$ cat src/rtl/program_loader.sv
// Program memory loader.
// Receives a framed instruction image as a byte stream while the CPU is held:
//   LEN_HI, LEN_LO (word count N, big-endian), N x {hi, lo}, checksum byte.
// The checksum is the XOR of every preceding frame byte. Each assembled
// 16-bit word is written to consecutive program memory addresses starting
// at START_ADDR. On a good checksum the CPU is released; otherwise a length
// or checksum error is flagged and the CPU stays held.
module program_loader #(
  parameter int unsigned ADDR_BITS  = 11,
  parameter int unsigned DATA_BITS  = 16,
  parameter int unsigned START_ADDR = 0
) (
  input  logic                 clk,
  input  logic                 rst_n,
  input  logic                 start,
  input  logic [7:0]           rx_data,
  input  logic                 rx_valid,
  output logic                 rx_ready,
  output logic                 pm_we,
  output logic [ADDR_BITS-1:0] pm_addr,
  output logic [DATA_BITS-1:0] pm_wdata,
  output logic                 cpu_hold,
  output logic                 busy,
  output logic                 done,
  output logic                 err_chk,
  output logic                 err_len,
  output logic [ADDR_BITS:0]   word_count
);

  typedef enum logic [2:0] {
    IDLE,
    LEN_HI,
    LEN_LO,
    DATA_HI,
    DATA_LO,
    CHECK,
    DONE,
    ERROR
  } state_e;

  // Largest legal word count: the whole memory exactly once.
  localparam logic [31:0] MAX_WORDS = 32'd1 << ADDR_BITS;

  state_e                 state_q,      state_d;
  logic [15:0]            len_q,        len_d;
  logic [7:0]             hi_q,         hi_d;
  logic [7:0]             chk_q,        chk_d;
  logic [ADDR_BITS-1:0]   addr_q,       addr_d;
  logic [ADDR_BITS:0]     wcnt_q,       wcnt_d;
  logic                   pm_we_q,      pm_we_d;
  logic [ADDR_BITS-1:0]   pm_addr_q,    pm_addr_d;
  logic [DATA_BITS-1:0]   pm_wdata_q,   pm_wdata_d;
  logic                   cpu_hold_q,   cpu_hold_d;
  logic                   done_q,       done_d;
  logic                   err_chk_q,    err_chk_d;
  logic                   err_len_q,    err_len_d;

  logic                   accept;
  logic [15:0]            len_full;

  // Byte handshake: only the frame-receiving states consume bytes.
  assign rx_ready = (state_q inside {LEN_HI, LEN_LO, DATA_HI, DATA_LO, CHECK});
  assign busy     = !(state_q inside {IDLE, DONE, ERROR});
  assign accept   = rx_valid & rx_ready;
  assign len_full = {len_q[15:8], rx_data};

  assign pm_we      = pm_we_q;
  assign pm_addr    = pm_addr_q;
  assign pm_wdata   = pm_wdata_q;
  assign cpu_hold   = cpu_hold_q;
  assign done       = done_q;
  assign err_chk    = err_chk_q;
  assign err_len    = err_len_q;
  assign word_count = wcnt_q;

  // State register and all datapath registers; reset abandons any load.
  always_ff @(posedge clk or negedge rst_n) begin
    if (!rst_n) begin
      state_q    <= IDLE;
      len_q      <= '0;
      hi_q       <= '0;
      chk_q      <= '0;
      addr_q     <= '0;
      wcnt_q     <= '0;
      pm_we_q    <= 1'b0;
      pm_addr_q  <= '0;
      pm_wdata_q <= '0;
      cpu_hold_q <= 1'b0;
      done_q     <= 1'b0;
      err_chk_q  <= 1'b0;
      err_len_q  <= 1'b0;
    end else begin
      // NOTE: non-blocking assignments so every register samples the
      // pre-edge value of the others, independent of statement order.
      state_q    <= state_d;
      len_q      <= len_d;
      hi_q       <= hi_d;
      chk_q      <= chk_d;
      addr_q     <= addr_d;
      wcnt_q     <= wcnt_d;
      pm_we_q    <= pm_we_d;
      pm_addr_q  <= pm_addr_d;
      pm_wdata_q <= pm_wdata_d;
      cpu_hold_q <= cpu_hold_d;
      done_q     <= done_d;
      err_chk_q  <= err_chk_d;
      err_len_q  <= err_len_d;
    end
  end

  // Next-state and datapath update for the frame parser.
  always_comb begin
    // NOTE: every target gets a default first so no path leaves it
    // unassigned, which would otherwise infer a latch.
    state_d    = state_q;
    len_d      = len_q;
    hi_d       = hi_q;
    chk_d      = chk_q;
    addr_d     = addr_q;
    wcnt_d     = wcnt_q;
    pm_we_d    = 1'b0;
    pm_addr_d  = pm_addr_q;
    pm_wdata_d = pm_wdata_q;
    cpu_hold_d = cpu_hold_q;
    done_d     = done_q;
    err_chk_d  = err_chk_q;
    err_len_d  = err_len_q;

    unique case (state_q)
      IDLE, DONE, ERROR: begin
        if (start) begin
          state_d    = LEN_HI;
          done_d     = 1'b0;
          err_chk_d  = 1'b0;
          err_len_d  = 1'b0;
          wcnt_d     = '0;
          chk_d      = '0;
          cpu_hold_d = 1'b1;
          addr_d     = ADDR_BITS'(START_ADDR);
        end
      end

      LEN_HI: begin
        if (accept) begin
          len_d[15:8] = rx_data;
          chk_d       = chk_q ^ rx_data;
          state_d     = LEN_LO;
        end
      end

      LEN_LO: begin
        if (accept) begin
          len_d = len_full;
          chk_d = chk_q ^ rx_data;
          if (32'(len_full) > MAX_WORDS) begin
            state_d   = ERROR;
            err_len_d = 1'b1;
          end else if (len_full == 16'd0) begin
            state_d = CHECK;
          end else begin
            state_d = DATA_HI;
          end
        end
      end

      DATA_HI: begin
        if (accept) begin
          hi_d    = rx_data;
          chk_d   = chk_q ^ rx_data;
          state_d = DATA_LO;
        end
      end

      DATA_LO: begin
        if (accept) begin
          chk_d      = chk_q ^ rx_data;
          pm_we_d    = 1'b1;
          pm_addr_d  = addr_q;
          pm_wdata_d = DATA_BITS'({hi_q, rx_data});
          addr_d     = addr_q + 1'b1;
          wcnt_d     = wcnt_q + 1'b1;
          state_d    = (32'(wcnt_d) == 32'(len_q)) ? CHECK : DATA_HI;
        end
      end

      CHECK: begin
        if (accept) begin
          if (rx_data == chk_q) begin
            state_d    = DONE;
            done_d     = 1'b1;
            cpu_hold_d = 1'b0;
          end else begin
            state_d   = ERROR;
            err_chk_d = 1'b1;
          end
        end
      end

      default: state_d = IDLE;
    endcase
  end

endmodule

$ cat config.mk
export PLATFORM = sky130hd
export DESIGN_NAME = program_loader
export DESIGN_NICKNAME = d
export VERILOG_FILES = /design/src/rtl/program_loader.sv
export SDC_FILE = /design/constraint.sdc
export NUM_CORES = 1
export LEC_CHECK = 0
export ABC_CLOCK_PERIOD_IN_PS = 3200
export CORE_ASPECT_RATIO = 1.75
export CORE_MARGIN = 3
export CORE_UTILIZATION = 35
export CTS_CLUSTER_DIAMETER = 30
export CTS_CLUSTER_SIZE = 10
export DETAILED_ROUTE_END_ITERATION = 10
export PLACE_DENSITY_LB_ADDON = 0.25
export SYNTH_ARGS = -nofsm -noshare
export SYNTH_HDL_FRONTEND = slang
export SYNTH_SLANG_ARGS = --single-unit
export TNS_END_PERCENT = 20
$ cat constraint.sdc
create_clock -name clk -period 3.2 [get_ports clk]
set_input_delay 0.64 -clock clk [delete_from_list [all_inputs] [get_ports clk]]
set_output_delay 0.64 -clock clk [all_outputs]
set_load 0.005 [all_outputs]
==> impl_metrics.ini <==
[floorplanning]
core_region_area_um2 = 12100
floorplan.die_area_um2 = 13900
initial_utilization = 0.361
die-width_um = 90.6
die_height_um = 154
pin_count = 58
row_count = 53

[sta]
fmax_mhz = 377
timing.max_slew.rel_slack = 0.519
finalHoldViolations = 0
fin_crit_sh = 0.829
finClkSkew_ps = 7.36
worstMarginPinSlew_ps = 718
setup_viol = 0
max_slew_violations = 0
setup_tns_ps = 0
grt_setup_unrepaired = no
post-route-min-period_ps = 2650

[final_layout]
layoutNonFillerInstCount = 687
layout_area_overhead_pct = 23.6
stdcell_area_um2 = 5410
layout.nets = 531
layout-drive-gt1-share = 0.121
num_antenna_cells = 0
utilization = 0.446

[critical_path]
crit_path_cell_trace = or3_4 > and2_1 > clkdlybuf4s50_1
critical_path_required_ps = 2560
end_kind = output port
critical_path_class = flop to output port
crit_path_start_kind = flop
crit_path_max_fanout = 14
arrival_ps = 2010
slowest_delay_ps = 550
critical_path.slowest_cell = dfrtp_1

[cts]
cts_root_buf = clkbuf_16
number_of_buffers_created_by_cts = 9
clkTransAtPathRegs_ps = 70
postCtsHoldBufs = 0
tritoncts_clock_tree = yes
clock_insertion_delay_worst_skew_ps = 340
cts.path.max_buffers = 2
clock-sinks = 90
post_cts_buffers = 0
cts_resized = 0
htree_num_levels = 3

[placed_design]
detailedPlacementHpwl_um = 8120
dpl.cell_count = 671
detailed_place.area_um2 = 5120
place.port_buffers = 57
place_congestion = 0.855

[global_routing]
grt_max_degree = 53
antenna_found_initial = 0
grt_pass1_vias = 3576
overflow = 0
grt_first_pass_wirelength_um = 18300
grt_usage = 0.166

[run_status]
outcome = complete, no violations

[logic_synthesis]
asyncSetResetFlopFracSynth = 1.00
synth_sequential_area_ratio = 0.514
synthesis.instances = 466
synth_seq_cells = 90
synth_warnings = 0
post_synth.cell_area_avg_um2 = 9.40
synth_enable_flop_cells = 0
syn-cell-area_um2 = 4380
yosys_cell_types = 48
mappedNetlistNets = 480
synth_top_flop_cell = dfrtp_1

[route]
vias_per_cell = 5.09
totalWireLength_um = 11100
dr.pass1.iters = 4
drc = 0
drt.antenna.violating_nets = 0
first_iter_violations = 123
dr_total_vias = 3499
avgRoutedWirePerCell_um = 16.1

[hold_path]
timing.hold.worst.class = primary input to async pin

[power_and_ir_drop]
max-vdd-ir-drop_mv = 0.463
power_switching_uw = 1460
power_switching_share = 0.339
clkPwrFrac = 0.239
cell_internal_pwr_uw = 2850
power.static_leakage_uw = 0.00233
combPwrFrac = 0.334
power_per_cell_area_nw_per_um2 = 797
p_seq_frac = 0.427

[run]
maxCapViolCount = 0
[power by group through the flow]
stage                     clock (uW)  combinational, uW  sequential (uW)
final                           1030               1440             1840
after global routing            1090               1600             1890
after CTS                       1050               1470             1850
after detailed placement           0               1460             1870
after global placement             0               1420             1860
after floorplan                    0                910             1740
[Yosys cell counts (9+ instances only)]
| master | n | area (um^2) |
|---|---|---|
| a21oi_1 | 15 | 75.1 |
| clkbuf_1 | 21 | 78.8 |
| dfrtp_1 | 90 | 2250 |
| inv_1 | 9 | 33.8 |
| mux2_2 | 24 | 270 |
| nand2_1 | 106 | 398 |
| nand2b_1 | 9 | 56.3 |
| nand3_1 | 11 | 55.1 |
| nand4_1 | 9 | 56.3 |
| nor2_1 | 27 | 101 |
| o21ai_0 | 48 | 240 |
| or3_1 | 11 | 68.8 |
| xnor2_1 | 14 | 123 |
| xor2_1 | 10 | 87.6 |
[critical path, delay by kind of cell, from the launching register on]
kind | cells | cell delay (ps)
simple gates | 2 | 660
flops | 1 | 550
buf+inv | 1 | 460
[sequential cells by signal, summed over array words and instances (netlist names)]
signal and cells:
pm_addr 11, done 1, len_q 16, state_q 3, err_chk 1, addr_q 11
hi_q 8, chk_q 8, word_count 12, err_len 1, pm_wdata 16, cpu_hold 1
pm_we 1
[metal layers]
| layer | routed length, um | track usage | vias to the layer above | part of all wire |
|---|---|---|---|---|
| li1 | - | - | 1695 | - |
| met1 | 4370 | 0.187 | 1725 | 0.39 |
| met2 | 6210 | 0.313 | 65 | 0.56 |
| met3 | 325 | 0.0230 | 14 | 0.029 |
| met4 | 186 | 0.0592 | 0 | 0.017 |
| met5 | 0 | 0 | - | 0 |
[cells by family after synthesis]
group	after synthesis	share of synthesized area
XOR/XNOR	24	0.0480
buffers and inverters	38	0.0366
adder cells (fa/ha/maj)	2	0.00571
flip-flops	90	0.514
AND/OR/NAND/NOR	200	0.215
multiplexers	24	0.0617
AO/OA/AOI/OAI	88	0.119
[area by class of cell]
class	count	area (um^2)
fill	1180	6720
timing repair buffer	69	658
inverter	9	33.8
sequential	90	2250
clock buffer	13	270
multi-input combinational	338	1970
tap	165	206
clock inverter	3	21.3
[worst paths after layout]
check / start / to / slack [ps] / depth (start not counted)
max: state_q[2] / busy / 550 / 3
min: rst_n / addr_q[6] / 330 / 1
max reg2reg: word_count[0] / state_q[1] / 560 / 6
min reg2reg: pm_addr[8] / pm_addr[8] / 470 / 2
max in group asynchronous: rst_n / cpu_hold / 2080 / 2
min in group clk: pm_addr[8] / pm_addr[8] / 470 / 2
[metrics by stage]
stage               setup slack, ps  hold slack (ps)  total power, uW
floorplan                       815              344             2650
global placement                435              450             3280
detailed placement              350              461             3320
CTS                             552              358             4370
global route                    435              382             4580
finish                          549              328             4320
[cell usage in the layout, fill, tap and decap left out, types with 9 or more instances in the layout]
master / instances
clkbuf_16: 9
nand2_1: 106
nand3_1: 10
inv_1: 9
nand2b_1: 9
buf_4: 13
a21oi_1: 15
mux2_2: 24
nor2_1: 27
o21ai_0: 48
clkdlybuf4s50_1: 56
nand4_1: 9
or3_1: 11
xnor2_1: 14
xor2_1: 10
dfrtp_1: 90
Note: power is estimated with default switching activity, not from simulation.
